## src/rtl/simon_pkg.sv

```systemverilog
// Shared types and default timing for the Simon sequencer and autoplayer.
// Button encoding, replay FSM states and round/press timing defaults.
package simon_pkg;

  localparam int SIMON_DEPTH      = 32;
  localparam int SIMON_HOLD_TICKS = 30;
  localparam int SIMON_GAP_TICKS  = 30;

  typedef logic [1:0] button_t;

  typedef enum logic [1:0] {
    S_IDLE,
    S_GAP,
    S_PRESS,
    S_DONE
  } state_t;

endpackage

```

## src/rtl/simon_seq_mem.sv

```systemverilog
// Round buffer: records Simon's presses with a saturating write index
// and a sticky overflow flag for rounds longer than the buffer.
module simon_seq_mem
  import simon_pkg::*;
#(
  parameter int DEPTH  = SIMON_DEPTH,
  parameter int ADDR_W = 5
) (
  input  logic              clk,
  input  logic              reset,
  input  logic              clr,
  input  logic              we,
  input  button_t           wdata,
  input  logic [ADDR_W-1:0] raddr,
  output button_t           rdata,
  output logic [ADDR_W:0]   wr_idx,
  output logic              overflow
);

  button_t           mem [DEPTH];
  logic              full;
  logic              wr_en;
  logic [ADDR_W-1:0] waddr;

  assign full  = wr_idx == (ADDR_W+1)'(DEPTH);
  // A new round restarts at slot 0 even if a press lands on the same cycle.
  assign wr_en = we && (clr || !full);
  assign waddr = clr ? '0 : wr_idx[ADDR_W-1:0];
  assign rdata = mem[raddr];

  always_ff @(posedge clk) begin
    if (wr_en) mem[waddr] <= wdata;
  end

  always_ff @(posedge clk or negedge reset) begin
    if (!reset) begin
      wr_idx   <= '0;
      overflow <= 1'b0;
    end else if (clr) begin
      wr_idx <= we ? (ADDR_W+1)'(1) : '0;
    end else if (we) begin
      if (full) overflow <= 1'b1;
      else      wr_idx   <= wr_idx + (ADDR_W+1)'(1);
    end
  end

endmodule

```

## src/rtl/simon_autoplayer.sv

```systemverilog
// Player-side autoplayer: records Simon's round, then replays it on the
// player button interface with fixed gap/hold timing.
module simon_autoplayer
  import simon_pkg::*;
#(
  parameter int DEPTH      = SIMON_DEPTH,
  parameter int ADDR_W     = 5,
  parameter int HOLD_TICKS = SIMON_HOLD_TICKS,
  parameter int GAP_TICKS  = SIMON_GAP_TICKS
) (
  input  logic            clk,
  input  logic            reset,
  input  logic            enable,
  input  logic            simon_turn,
  input  logic [1:0]      simon_num,
  input  logic            simon_pressed,
  input  logic            game_over,
  output logic [1:0]      player_num,
  output logic            player_pressed,
  output logic [ADDR_W:0] seq_len,
  output logic            overflow,
  output logic            busy
);

  state_t            state_q, state_d;
  logic [7:0]        cnt_q, cnt_d;
  logic [ADDR_W-1:0] rd_q, rd_d;
  button_t           num_d, rd_data;
  logic              pressed_d, busy_d;
  logic              turn_q, pressed_q, fall_q;
  logic              turn_rise, turn_fall, press_rise;
  logic              abort;
  logic [ADDR_W:0]   wr_idx;

  assign turn_rise  = simon_turn & ~turn_q;
  assign turn_fall  = ~simon_turn & turn_q;
  assign press_rise = simon_pressed & ~pressed_q;

  simon_seq_mem #(
    .DEPTH (DEPTH),
    .ADDR_W(ADDR_W)
  ) u_mem (
    .clk     (clk),
    .reset   (reset),
    .clr     (turn_rise),
    .we      (press_rise & simon_turn),
    .wdata   (simon_num),
    .raddr   (rd_q),
    .rdata   (rd_data),
    .wr_idx  (wr_idx),
    .overflow(overflow)
  );

  always_ff @(posedge clk or negedge reset) begin
    if (!reset) begin
      turn_q    <= 1'b0;
      pressed_q <= 1'b0;
      fall_q    <= 1'b0;
      seq_len   <= '0;
    end else begin
      turn_q    <= simon_turn;
      pressed_q <= simon_pressed;
      fall_q    <= turn_fall;
      if (turn_fall) seq_len <= wr_idx;
    end
  end

  always_ff @(posedge clk or negedge reset) begin
    if (!reset) begin
      state_q        <= S_IDLE;
      cnt_q          <= '0;
      rd_q           <= '0;
      player_num     <= '0;
      player_pressed <= 1'b0;
      busy           <= 1'b0;
    end else begin
      state_q        <= state_d;
      cnt_q          <= cnt_d;
      rd_q           <= rd_d;
      player_num     <= num_d;
      player_pressed <= pressed_d;
      busy           <= busy_d;
    end
  end

  assign abort = (state_q != S_IDLE) &&
                 (turn_rise || game_over || !enable);

  always_comb begin
    state_d = state_q;
    cnt_d   = cnt_q;
    rd_d    = rd_q;
    num_d   = player_num;
    if (abort) begin
      state_d = S_IDLE;
      cnt_d   = '0;
    end else begin
      unique case (state_q)
        S_IDLE: begin
          if (fall_q && enable && !game_over) begin
            rd_d    = '0;
            cnt_d   = '0;
            state_d = (seq_len != '0) ? S_GAP : S_DONE;
          end
        end
        S_GAP: begin
          if (cnt_q == 8'(GAP_TICKS - 1)) begin
            cnt_d   = '0;
            num_d   = rd_data;
            state_d = S_PRESS;
          end else begin
            cnt_d = cnt_q + 8'd1;
          end
        end
        S_PRESS: begin
          if (cnt_q == 8'(HOLD_TICKS - 1)) begin
            cnt_d   = '0;
            rd_d    = rd_q + ADDR_W'(1);
            state_d = ({1'b0, rd_q} + (ADDR_W+1)'(1) == seq_len)
                      ? S_DONE : S_GAP;
          end else begin
            cnt_d = cnt_q + 8'd1;
          end
        end
        S_DONE: begin
          if (turn_rise) state_d = S_IDLE;
        end
      endcase
    end
    if (state_d == S_IDLE || state_d == S_DONE) num_d = '0;
    pressed_d = state_d == S_PRESS;
    busy_d    = state_d == S_GAP || state_d == S_PRESS;
  end

endmodule

```

## config.mk

```make
export PLATFORM = sky130hd
export DESIGN_NAME = simon_autoplayer
export DESIGN_NICKNAME = d
export VERILOG_FILES = /design/src/rtl/simon_pkg.sv /design/src/rtl/simon_seq_mem.sv /design/src/rtl/simon_autoplayer.sv
export SDC_FILE = /design/constraint.sdc
export NUM_CORES = 1
export LEC_CHECK = 0
export CAP_MARGIN = 5
export CORE_MARGIN = 10
export CORE_UTILIZATION = 45
export CTS_CLUSTER_SIZE = 14
export DETAILED_ROUTE_END_ITERATION = 6
export GPL_ROUTABILITY_DRIVEN = 0
export SETUP_SLACK_MARGIN = 0.2
export SLEW_MARGIN = 40
export SYNTH_ARGS = -nofsm -noshare
export SYNTH_HDL_FRONTEND = slang
export SYNTH_SLANG_ARGS = --single-unit
```

## constraint.sdc

```tcl
create_clock -name clk -period 3.12 [get_ports clk]
set_input_delay 0.468 -clock clk [delete_from_list [all_inputs] [get_ports clk]]
set_output_delay 0.468 -clock clk [all_outputs]
set_load 0.01 [all_outputs]
```

# After elaboration in Yosys (flattened, before gate mapping)
# Memory sizes are Yosys's and may differ from the RTL's.
# Cells that the tools add are included.
[totals] ramBits=64 ff_bits=35 n_memories=1 output_inout_bits=11 elab_cells=93
[memory_table] memory="u_mem.mem" depth=32 word_bits=2 rd=1 rd_clocked_by_memory_dff=0 write_ports=1 line="simon_seq_mem.sv:20" source="button_t mem [DEPTH];"
[op_classes] addsub=4 muxes=26 n_reduce_logical=27 n_bitwise=9 n_eq_ne=14
[op_table] operator="8-bit 2-to-1 mux" n=3
[op_table] operator="2-bit 2-to-1 mux" n=11
[op_table] operator="6-bit 2-to-1 mux" n=3
[op_table] operator="8-bit one-hot mux with 2 select lines" n=1
[op_table] operator="5-bit 2-to-1 mux" n=3
[op_table] operator="5-bit one-hot mux with 2 select lines" n=1
[op_table] operator="2-bit nonzero test" n=5
[op_table] operator="8-bit by 1-bit adder with 8-bit output, second input constant" n=1
[op_table] operator="2-bit == test, second input constant" n=4
[op_table] operator="8-bit by 5-bit == test with 1-bit output, second input constant" n=1
[op_table] operator="2-bit one-hot mux with 4 select lines" n=1
[op_table] operator="5-bit by 1-bit adder with 6-bit output, second input constant" n=1
[op_table] operator="6-bit by 1-bit adder with 6-bit output, second input constant" n=1
[op_table] operator="6-bit == test" n=1
[op_table] operator="6-bit == test, second input constant" n=1
[op_table] operator="2-bit != test, second input constant" n=3
[op_table] operator="3-bit AND reduction" n=2
[op_table] operator="6-bit nonzero test" n=1
[op_table] operator="5-bit by 1-bit adder with 5-bit output, second input constant" n=1
[op_table] operator="1-bit logical OR" n=5
[op_table] operator="1-bit NOT" n=5
[op_table] operator="1-bit bitwise AND" n=4
[op_table] operator="2-bit by 1-bit == test with 1-bit output, second input constant" n=2
[op_table] operator="1-bit logical AND" n=4
[op_table] operator="9 further kinds" n=15

# Longest topological paths before layout
[logic_depth] ltp_word=10 mapped_depth=11 depth_no_buf=10

# By module
# Synthesis repeated with hierarchy kept, for this count alone.
[hier_totals] cells_unflattened=377 area_unflattened_um2=4748.3
[by_module_without_submodules] module="simon_seq_mem" cells_each=224 area_each_um2=3148.0 n_inst=1
[by_module_without_submodules] module="simon_autoplayer" cells_each=153 area_each_um2=1600.3 n_inst=1

# Least setup slack after synthesis
# No wires, ideal clock.
[synth_timing] kind="reg-to-reg" startpoint="reg rd_q[0]" endpoint="reg player_num[0]" t_arrival_ns=2.502 synth_period_minus_slack_ns=2.569 required_ns=3.053 path_stages_with_launch=12 slack_ns=0.551 setup_time_ns=0.067 cell_sequence="dfrtp_1 buf_6 buf_12 buf_12 nand3_2 or3_1 a221oi_1 o211ai_1 a21boi_1 ha_1 a2111oi_0 a311o_1"
[synth_via] elab_chain_cells=10 elab_cells_between_ends=18
[synth_rtl] item="start, declared" line="simon_autoplayer.sv:27" source="logic [ADDR_W-1:0] rd_q, rd_d;"
[synth_rtl] item="start signal, assigned" line="simon_autoplayer.sv:79" source="rd_q <= rd_d;"
[synth_rtl] item="5-bit by 1-bit adder with 6-bit output *" line="simon_autoplayer.sv:119" source="state_d = ({1'b0, rd_q} + (ADDR_W+1)'(1) == seq_len)"
[synth_rtl] item="6-bit == test *" line="simon_autoplayer.sv:119"
[synth_rtl] item="2-bit 2-to-1 mux *" line="simon_autoplayer.sv:120" source="? S_DONE : S_GAP;"
[synth_rtl] item="2-bit 2-to-1 mux *" line="simon_autoplayer.sv:116" source="if (cnt_q == 8'(HOLD_TICKS - 1)) begin"
[synth_rtl] item="2-bit one-hot mux with 4 select lines *" line="simon_autoplayer.sv:98" source="unique case (state_q)"
[synth_rtl] item="2-bit 2-to-1 mux *" line="simon_autoplayer.sv:94" source="if (abort) begin"
[synth_rtl] item="via state_d[1]" line="simon_autoplayer.sv:25" source="state_t state_q, state_d;"
[synth_rtl] item="2-bit == test or 2-bit zero test (tied branches)" line="simon_autoplayer.sv:130" source="if (state_d == S_IDLE || state_d == S_DONE) num_d = '0;"
[synth_rtl] item="1-bit logical OR *" line="simon_autoplayer.sv:130"
[synth_rtl] item="2-bit by 1-bit != test with 1-bit output (no source line) or 2-bit nonzero test (tied branches)"
[synth_rtl] item="3-bit AND reduction (no source line)"
[synth_rtl] item="end signal, assigned" line="simon_autoplayer.sv:80" source="player_num <= num_d;"
[synth_rtl] item="end, declared" line="simon_autoplayer.sv:18" source="output logic [1:0] player_num,"
# Mark *: on every way through the listed nets, which the timed path passes. The rest lies on a longest branch. The select of a mux whose other input is x is not followed.
# A chain may end at the register's enable or synchronous reset.

# Worst setup path in the final report
[layout_timing] startpoint="reg seq_len[0]" endpoint="reg player_num[0]"
[layout_via] elab_chain_cells=9 elab_cells_between_ends=16
[layout_rtl] item="start, declared" line="simon_autoplayer.sv:20" source="output logic [ADDR_W:0] seq_len,"
[layout_rtl] item="start signal, assigned" line="simon_autoplayer.sv:64" source="if (turn_fall) seq_len <= wr_idx;"
[layout_rtl] item="6-bit == test or 6-bit nonzero test (tied branches)" line="simon_autoplayer.sv:119, simon_autoplayer.sv:103"
[layout_rtl] item="2-bit 2-to-1 mux (on tied branches)" line="simon_autoplayer.sv:120, simon_autoplayer.sv:103"
[layout_rtl] item="2-bit 2-to-1 mux (on tied branches)" line="simon_autoplayer.sv:116, simon_autoplayer.sv:100"
[layout_rtl] item="2-bit one-hot mux with 4 select lines *" line="simon_autoplayer.sv:98"
[layout_rtl] item="2-bit 2-to-1 mux *" line="simon_autoplayer.sv:94"
[layout_rtl] item="via state_d[1]" line="simon_autoplayer.sv:25"
[layout_rtl] item="2-bit == test or 2-bit zero test (tied branches)" line="simon_autoplayer.sv:130"
[layout_rtl] item="1-bit logical OR *" line="simon_autoplayer.sv:130"
[layout_rtl] item="2-bit by 1-bit != test with 1-bit output (no source line) or 2-bit nonzero test (tied branches)"
[layout_rtl] item="3-bit AND reduction (no source line)"
# Mark *: on every way through the listed nets, which the timed path passes. The rest lies on a longest branch.

==> results.ini <==
[status]
status=complete, no violations

[clocking]
cts_tree=done
cts-root-buf=clkbuf_8
htreeDepth=3
cts_buffers=9
ctsHoldBuffers=0
cts_buffer_depth=2
clk_pin_slew_ns=0.10
cts_setup_buffers=0
cts_sinks=99
clk-insertion-delay-late_ns=0.38
cts_resized=0

[power_and_ir_drop]
power.density_nw_per_um2=585
ir_worst_vdd_mv=0.374
leakagePower_nw=1.86

[floorplan]
start_util_pct=45.9
io_pins=19
num_rows=37
die_w_um=122
die_y_um=122
die_area_sq_um=14900
core_sq_um=10200

[sta]
rsz0062_at_grt=false
tns_ns=0
period_minus_slack_ns=2.67
worst_slew_pin_slew_ns=0.603
max_slew_margin_pct=59.3
finalSetupViolations=0
hold_viol_final=0
skew_ns=0.0126
slew_viol_final=0
fmax_ghz=0.374
fin_crit_sh_pct=85.7

[critical_path]
cpMostUsedCell=a21oi_1
r2r_slack_ns=0.45
end_kind=flop
crit_path_end=player_num[0]
critPathLaunchType=flop
critPathRequiredTime_ns=3.43
r2r-end=player_num[0]
worstPathArrival_ns=2.98
critPathSlowestCell=or4_1
r2r-start=seq_len[0]
worstSetupPathType=flop to flop
cpPeakStageDelay_ns=0.55
startpoint=seq_len[0]
path_cells=or4_1 -> nor4_1 -> a21oi_1 -> a21oi_1 -> a21boi_1 -> ha_1 -> a2111oi_1 -> a311o_1
critPathMaxFanout=4
worstRegToRegCells=8

[detailed_routing]
via_per_inst=5.54
dr.pass1.iters=4
drc=0
avgRoutedWirePerCell_um=18.5
num_vias=2885
antenna_left=0
finalWirelength_um=9630
dr.first_iter.drc_count=292

[finish]
fin_util_pct=51.3
nFillCells=859
diodes=0
finalNetCount=399
layout.cells.most_common=edfxtp_1
final_area_sq_um=5250
final_cells=521
area_growth_pct=11.7
drive_gt1_share_pct=10.9
final_cell_mix=edfxtp_1 (64), nor2_1 (43), dfrtp_1 (34)

[logic_synthesis]
syn_nets=372
netlist_instances=353
synth-main-ff-cell=edfxtp_1
syn_avg_cell_area_sq_um=13.3
synth_area_sq_um=4700
ys_ff_latch=99
yosysUniqueCellTypes=56
ys_warn_count=0
yosysSeqAreaShare_pct=59.6
synthArstFlopShare_pct=35.4
synth_edf_count=64

[placement]
portBuffers=18
placed_cells=505
postPlaceCellArea_sq_um=5030
dp_hpwl_um=6670

[grt]
grt_pass1_vias=2893
grt_max_degree=36
grt_pass1_wl_um=16000
track_usage_pct=13.9
antenna_found_initial=0
grt_overflow_total=0

[run]
cap_violations=0

[min_path]
hold_path.class=input pin to asynchronous set/reset pin

==> worst min path at each step <==
stage / start / slack [ns] / cells past startpoint / end
after floorplan: reset / 0.17 / 0 / busy
after global placement: u_mem.overflow / 0.45 / 1 / u_mem.overflow
after detailed placement: u_mem.overflow / 0.47 / 1 / u_mem.overflow
after CTS: reset / 0.18 / 1 / cnt_q[2]
after global routing: reset / 0.05 / 1 / cnt_q[2]
final: reset / 0.02 / 1 / cnt_q[2]
==> cells by family (layout without fill, tap and decap cells) <==
group / count (synthesis) / after routing / share of synthesized area (%)
and+or+nand+nor: 119 / 119 / 12.7
DFF: 99 / 99 / 59.6
AOI/OAI and AO/OA: 63 / 63 / 9.75
muxes: 26 / 26 / 10.1
buffers and inverters: 24 / 56 / 2.90
adders and majority gates: 11 / 11 / 2.93
xor gates and xnor gates: 11 / 11 / 2.05
==> power breakdown <==
group          switching [W]  total (W)  leakage (nW)  internal [W]
Clock               0.000470   0.000854         0.105      0.000385
Combinational       0.000386   0.000707         0.706      0.000320
Sequential         0.0000580    0.00151          1.05       0.00145
Total               0.000914    0.00307          1.86       0.00215
==> layer usage <==
metal	wire length [um]	part of all wire, %	global-route usage, %
met1	4400	46	18.6
met2	4610	48	21.7
met3	541	5.6	3.79
met4	75	0.78	4.42
met5	0	0	0
==> sequential cells by signal, summed over array words and instances (netlist names) <==
name            cells
u_mem.overflow      1
u_mem.wr_idx        6
state_q             2
pressed_q           1
player_num          2
seq_len             6
busy                1
turn_q              1
u_mem.mem          64
rd_q                5
player_pressed      1
fall_q              1
cnt_q               8
==> worst max-delay path: cells and delay by family, from the launching register on <==
kind	cells	cell delay, ns
adder cells (fa/ha/maj)	1	0.31
flip-flops	1	0.43
AO/OA/AOI/OAI	5	1.06
AND/OR/NAND/NOR	2	0.80
==> through the flow <==
| step | worst slack [ns] | total power, W | hold slack [ns] |
|---|---|---|---|
| 2_1_floorplan | 0.551 | 0.00208 | 0.172 |
| 3_3_place_gp | 0.424 | 0.00224 | 0.454 |
| 3_5_place_dp | 0.248 | 0.00224 | 0.467 |
| 4_1_cts | 0.407 | 0.00309 | 0.183 |
| 5_1_grt | 0.226 | 0.00324 | 0.0455 |
| 6_report | 0.447 | 0.00307 | 0.0243 |
==> synth_stat cells, types with 3 or more instances <==
master / n / share of area, %
edfxtp_1: 64 / 41
nor2_1: 43 / 3.4
dfrtp_1: 35 / 19
nand2_1: 21 / 1.7
o21ai_0: 18 / 1.9
a21oi_1: 11 / 1.2
ha_1: 11 / 2.9
inv_1: 10 / 0.80
mux4_1: 10 / 5.6
nor2b_1: 10 / 1.3
mux2i_1: 9 / 1.9
nand3_1: 9 / 0.96
xnor2_1: 7 / 1.3
clkbuf_1: 6 / 0.48
nand4_1: 6 / 0.80
o31ai_1: 6 / 0.96
buf_2: 5 / 0.53
nor3_1: 5 / 0.53
mux4_2: 4 / 1.9
nand2b_1: 4 / 0.53
xor2_1: 4 / 0.75
a221oi_1: 3 / 0.56
a22oi_1: 3 / 0.48
and2_1: 3 / 0.40
and3_1: 3 / 0.40
mux2_2: 3 / 0.72
or3_1: 3 / 0.40
==> area by class of cell <==
cell class                 count  area [sq um]  share of cell area (%)
sequential                    99          2800                    53.4
multi-input combinational    230          1770                    33.7
timing repair buffer          30           268                    5.10
tap                          136           170                    3.24
clock buffer                   9           124                    2.36
clock inverter                 7          82.6                    1.57
inverter                      10          37.5                   0.715
Power figures use the tool's default switching activity.
